### src/rtl/vga_timing_gen.sv
// VGA raster timing: pixel/line counters plus registered sync, blank and frame strobes.
// All registered outputs are computed from the next counter values so they line up with DrawX/DrawY.
module vga_timing_gen #(
   parameter int H_VISIBLE = 640,
   parameter int H_FRONT   = 16,
   parameter int H_SYNC    = 96,
   parameter int H_BACK    = 48,
   parameter int V_VISIBLE = 480,
   parameter int V_FRONT   = 10,
   parameter int V_SYNC    = 2,
   parameter int V_BACK    = 33
) (
   input  logic       vga_clk,
   input  logic       reset,
   output logic       hs,
   output logic       vs,
   output logic       blank,
   output logic [9:0] DrawX,
   output logic [9:0] DrawY,
   output logic       line_start,
   output logic       frame_start,
   output logic [7:0] frame_count
);

   localparam int H_TOTAL = H_VISIBLE + H_FRONT + H_SYNC + H_BACK;
   localparam int V_TOTAL = V_VISIBLE + V_FRONT + V_SYNC + V_BACK;

   localparam logic [9:0] H_LAST        = 10'(H_TOTAL - 1);
   localparam logic [9:0] H_FRONT_START = 10'(H_VISIBLE);
   localparam logic [9:0] H_SYNC_START  = 10'(H_VISIBLE + H_FRONT);
   localparam logic [9:0] H_BACK_START  = 10'(H_VISIBLE + H_FRONT + H_SYNC);
   localparam logic [9:0] V_LAST        = 10'(V_TOTAL - 1);
   localparam logic [9:0] V_FRONT_START = 10'(V_VISIBLE);
   localparam logic [9:0] V_SYNC_START  = 10'(V_VISIBLE + V_FRONT);
   localparam logic [9:0] V_BACK_START  = 10'(V_VISIBLE + V_FRONT + V_SYNC);

   typedef enum logic [1:0] {
      PH_ACTIVE = 2'd0,
      PH_FRONT  = 2'd1,
      PH_SYNC   = 2'd2,
      PH_BACK   = 2'd3
   } phase_t;

   logic [9:0] hc_r, vc_r, hc_nxt_s, vc_nxt_s;
   phase_t     h_state_r, v_state_r, h_state_nxt_s, v_state_nxt_s;
   logic       hs_r, vs_r, blank_r, line_start_r, frame_start_r;
   logic [7:0] frame_count_r;

   // Next raster position: column wraps every line, row advances only on the column wrap.
   always_comb begin
      hc_nxt_s = hc_r;
      vc_nxt_s = vc_r;
      if (hc_r == H_LAST) begin
         hc_nxt_s = 10'd0;
         if (vc_r == V_LAST) begin
            vc_nxt_s = 10'd0;
         end else begin
            vc_nxt_s = vc_r + 10'd1;
         end
      end else begin
         hc_nxt_s = hc_r + 10'd1;
         vc_nxt_s = vc_r;
      end
   end

   // Phase transitions fire when the next counter value crosses a phase boundary.
   always_comb begin
      h_state_nxt_s = h_state_r;
      v_state_nxt_s = v_state_r;
      case (h_state_r)
         PH_ACTIVE: if (hc_nxt_s == H_FRONT_START) h_state_nxt_s = PH_FRONT;  else h_state_nxt_s = PH_ACTIVE;
         PH_FRONT:  if (hc_nxt_s == H_SYNC_START)  h_state_nxt_s = PH_SYNC;   else h_state_nxt_s = PH_FRONT;
         PH_SYNC:   if (hc_nxt_s == H_BACK_START)  h_state_nxt_s = PH_BACK;   else h_state_nxt_s = PH_SYNC;
         PH_BACK:   if (hc_nxt_s == 10'd0)         h_state_nxt_s = PH_ACTIVE; else h_state_nxt_s = PH_BACK;
         default:   h_state_nxt_s = PH_BACK;
      endcase
      case (v_state_r)
         PH_ACTIVE: if (vc_nxt_s == V_FRONT_START) v_state_nxt_s = PH_FRONT;  else v_state_nxt_s = PH_ACTIVE;
         PH_FRONT:  if (vc_nxt_s == V_SYNC_START)  v_state_nxt_s = PH_SYNC;   else v_state_nxt_s = PH_FRONT;
         PH_SYNC:   if (vc_nxt_s == V_BACK_START)  v_state_nxt_s = PH_BACK;   else v_state_nxt_s = PH_SYNC;
         PH_BACK:   if (vc_nxt_s == 10'd0)         v_state_nxt_s = PH_ACTIVE; else v_state_nxt_s = PH_BACK;
         default:   v_state_nxt_s = PH_BACK;
      endcase
   end

   // Counter and phase state registers; reset parks everything on the last pixel of the frame.
   always_ff @(posedge vga_clk) begin
      if (reset) begin
         hc_r      <= H_LAST;
         vc_r      <= V_LAST;
         h_state_r <= PH_BACK;
         v_state_r <= PH_BACK;
      end else begin
         hc_r      <= hc_nxt_s;
         vc_r      <= vc_nxt_s;
         h_state_r <= h_state_nxt_s;
         v_state_r <= v_state_nxt_s;
      end
   end

   // Registered outputs derived from next-cycle phase so they match the pixel shown on DrawX/DrawY.
   always_ff @(posedge vga_clk) begin
      if (reset) begin
         hs_r          <= 1'b1;
         vs_r          <= 1'b1;
         blank_r       <= 1'b0;
         line_start_r  <= 1'b0;
         frame_start_r <= 1'b0;
         frame_count_r <= 8'hFF;
      end else begin
         hs_r          <= (h_state_nxt_s != PH_SYNC);
         vs_r          <= (v_state_nxt_s != PH_SYNC);
         blank_r       <= (h_state_nxt_s == PH_ACTIVE) && (v_state_nxt_s == PH_ACTIVE);
         line_start_r  <= (hc_nxt_s == 10'd0);
         frame_start_r <= (hc_nxt_s == 10'd0) && (vc_nxt_s == 10'd0);
         if ((hc_nxt_s == 10'd0) && (vc_nxt_s == 10'd0)) begin
            frame_count_r <= frame_count_r + 8'd1;
         end else begin
            frame_count_r <= frame_count_r;
         end
      end
   end

   assign DrawX       = hc_r;
   assign DrawY       = vc_r;
   assign hs          = hs_r;
   assign vs          = vs_r;
   assign blank       = blank_r;
   assign line_start  = line_start_r;
   assign frame_start = frame_start_r;
   assign frame_count = frame_count_r;

endmodule
### config.mk
export PLATFORM = sky130hd
export DESIGN_NAME = vga_timing_gen
export DESIGN_NICKNAME = d
export VERILOG_FILES = /design/src/rtl/vga_timing_gen.sv
export SDC_FILE = /design/constraint.sdc
export NUM_CORES = 1
export LEC_CHECK = 0
export ABC_AREA = 1
export CORE_ASPECT_RATIO = 0.7
export CORE_MARGIN = 10
export CORE_UTILIZATION = 40
export DETAILED_ROUTE_END_ITERATION = 8
export PLACE_DENSITY = 0.62
export SLEW_MARGIN = 5
export SYNTH_ARGS = -nofsm -noshare
export SYNTH_HDL_FRONTEND = slang
export SYNTH_SLANG_ARGS = --single-unit
### constraint.sdc
create_clock -name vga_clk -period 3.4 [get_ports vga_clk]
set_input_delay 0.68 -clock vga_clk [delete_from_list [all_inputs] [get_ports vga_clk]]
set_output_delay 0.68 -clock vga_clk [all_outputs]
set_load 0.03 [all_outputs]
==> impl_metrics.tcl <==
set metrics [dict create \
    crit_end "frame_count[5]" \
    cts_hold_buf 0 \
    worstSetupStartpoint "DrawX[0]" \
    seq_area_sq_um 741 \
    vdd_drop_max_v 0.000329 \
    htreeDepth 2 \
    synthToLayoutAreaGrowth_pct 22.3 \
    finalWeightedCongestion 0.872 \
    drc 0 \
    worst_pin_slew_ps 465 \
    setup_tns_ps 0 \
    ys_seq_area_frac 0.319 \
    swShare 0.496 \
    coreArea_sq_um 5670 \
    post-route-util 0.501 \
    min_path_type "flop to flop" \
    critPathMaxFanout 16 \
    grt_pass1_wl_mm 10.7 \
    start_util 0.410 \
    fin_skew_ps 7.29 \
    max_cap_violations 0 \
    crit_slowest_cell "dfxtp_1" \
    cts_tree "yes" \
    overflow 0 \
    drtIter0Drc 152 \
    antenna_cells 0 \
    cts-resized-gates 0 \
    r2r_start "DrawX[0]" \
    first_global_vias 2142 \
    setup_ws_ps 794 \
    fin_worst_hold_slack_ps 500 \
    viasPerCell 4.97 \
    slew_violations 0 \
    die_w_um 111 \
    nets 404 \
    ys_types 33 \
    min_period_ps 2610 \
    yosys_warnings 0 \
    io_pins 35 \
    clkTransAtPathRegs_ps 70 \
    synth_area_leader_cell "dfxtp_1" \
    startpoint_type "flop" \
    crit_buf_inv 1 \
    comb_power_share 0.553 \
    status "completed" \
    wl_mm 6.25 \
    fmax_mhz 384 \
    syn_avg_cell_area_sq_um 6.44 \
    numCtsBuffers 5 \
    synth_area_leaders "dfxtp_1 32%, nand2_1 18%, nand3_1 10%, nor2_1 8.2%, inv_1 6.5%" \
    ff2ff_setup_slack_ps 790 \
    critPathTopFamily "simple AND/OR/NAND/NOR gates" \
    netlist.area_leader.share 0.319 \
    worstSetupPathType "flop to flop" \
    final_common_cell "nand2_1" \
    cts.path.max_buffers 2 \
    clock-sinks 37 \
    syn_inst 361 \
    drive_above_1_share 0.0754 \
    layout_common_cells "111 x nand2_1, 51 x nor2_1, 48 x nand3_1" \
    drt_first_pass_iters 4 \
    antenna_found_initial 0 \
    max_stage_delay_ps 470 \
    wire_per_inst_um 13.2 \
    power_density_nw_per_um2 800 \
    grt_max_degree 17 \
    hold_violations 0 \
    fin_crit_sh 0.767 \
    postCtsSetupBuffers 0 \
    syn_nets 368 \
    place_ws_ps 815 \
    p_sw_mw 1.13 \
    detailroute.via_count 2349 \
    power_frac_seq 0.273 \
    crit_cells 14 \
    syn_area_sq_um 2320 \
    cp.arrival_ps 2790 \
    port_buffers 34 \
    reg2reg_to "frame_count[5]" \
    clock-root-buffer "clkbuf_8" \
    setup_viol 0 \
    total_power_mw 2.28 \
    synth_seq_cells 37 \
    grt_use_total 0.137 \
    rsz0062_at_grt "false" \
    row_count 23 \
    reg2regPathDepth 14 \
    chipHeight_um 83.8 \
    max-slew-margin-rel 0.687 \
    clk_latency_ps 290 \
    required_ps 3580 \
    hpwl_mm 4.78 \
    p_leak_nw 1.36 \
    die_area_sq_um 9310 \
    clockPowerShare 0.174 \
    ant_nets 0 \
    cp_common_cell "nand2_1" \
    multi_input_area_sq_um 1380 \
    critPathCaptureType "flop" \
    intPower_mw 1.15 \
    nFillCells 589 \
    path_cells "ha_1 -> nand2_2 -> nor2_8 -> nand3_4 -> inv_4 -> nand2_1 -> nand2_1 -> nand2_1 -> nor3_4 -> nand2_4 -> nor2_4 -> nand2_1 -> nand2_1 -> nand3_1" \
]
-- state kept, by name, summed over array words and instances (netlist names) --
signal,cells
line_start,1
vs,1
frame_start,1
blank,1
h_state_r,2
frame_count,8
v_state_r,2
hs,1
DrawX,10
DrawY,10
-- routing by layer --
| layer | vias up | GRT usage | routed length [um] |
|---|---|---|---|
| met3 | 2 | 0.0510 | 553 |
| li1 | 1231 | - | - |
| met5 | - | 0 | 0 |
| met1 | 1050 | 0.186 | 3070 |
| met4 | 0 | 0.0314 | 28 |
| met2 | 66 | 0.197 | 2600 |
-- through the flow --
stage                     instances  cell area (sq um)
after floorplan                 361               2320
after global routing            473               2840
after detailed placement        465               2730
after CTS                       473               2840
final                           473               2840
after global placement          465               2730
-- cell usage after synthesis --
| library cell | n |
|---|---|
| nor2_1 | 51 |
| nand4_1 | 16 |
| o21bai_1 | 4 |
| nand2_1 | 111 |
| inv_4 | 1 |
| nand3_2 | 2 |
| nand2_4 | 4 |
| inv_1 | 40 |
| or2_2 | 1 |
| nor4_2 | 1 |
| buf_8 | 1 |
| or2_0 | 1 |
| a21oi_1 | 4 |
| buf_2 | 1 |
| nor2_2 | 2 |
| nand3_4 | 1 |
| nor3_4 | 1 |
| o21ai_0 | 6 |
| nand2_2 | 3 |
| inv_2 | 1 |
| ha_1 | 5 |
| nor2_4 | 2 |
| nand3b_1 | 3 |
| buf_6 | 1 |
| nand4_2 | 1 |
| nand3_1 | 48 |
| clkbuf_1 | 4 |
| nor3_1 | 2 |
| xor2_1 | 2 |
| xnor2_1 | 2 |
| o21a_1 | 1 |
| nor2_8 | 1 |
| dfxtp_1 | 37 |
-- worst min-delay path, delay by kind of cell (launching register included) --
kind	cells	cell delay [ps]
and+or+nand+nor	2	120
DFF	1	330
-- layout make-up --
class | count | share of cell area
multi-input cells | 275 | 0.484
flip-flops and latches | 37 | 0.261
clock inverters | 1 | 0.0106
well taps | 75 | 0.0330
clock buffers | 7 | 0.0304
inverters | 42 | 0.0563
repair buffers | 36 | 0.125
-- cells by family after synthesis --
group | share of synthesized area
buffers and inverters | 0.0888
adder cells (fa/ha/maj) | 0.0269
flip-flops | 0.319
AO/OA/AOI/OAI | 0.0377
XOR/XNOR | 0.0151
AND/OR/NAND/NOR | 0.513
-- power groups by stage --
stage               Sequential [mW]  Clock, mW  Combinational [mW]
floorplan                     0.735          0               0.835
global placement              0.631          0                1.24
detailed placement            0.630          0                1.25
CTS                           0.621      0.404                1.26
global route                  0.638      0.432                1.41
finish                        0.621      0.395                1.26
-- worst min path at each step --
stage | slack, ps | cells past startpoint | from | to
floorplan | 530 | 2 | h_state_r[1] | h_state_r[1]
global route | 520 | 2 | frame_count[7] | frame_count[7]
detailed placement | 490 | 2 | frame_count[7] | frame_count[7]
finish | 500 | 2 | frame_count[7] | frame_count[7]
CTS | 500 | 2 | frame_count[7] | frame_count[7]
global placement | 490 | 2 | frame_count[7] | frame_count[7]
No activity file was read; power rests on OpenSTA's default activity.
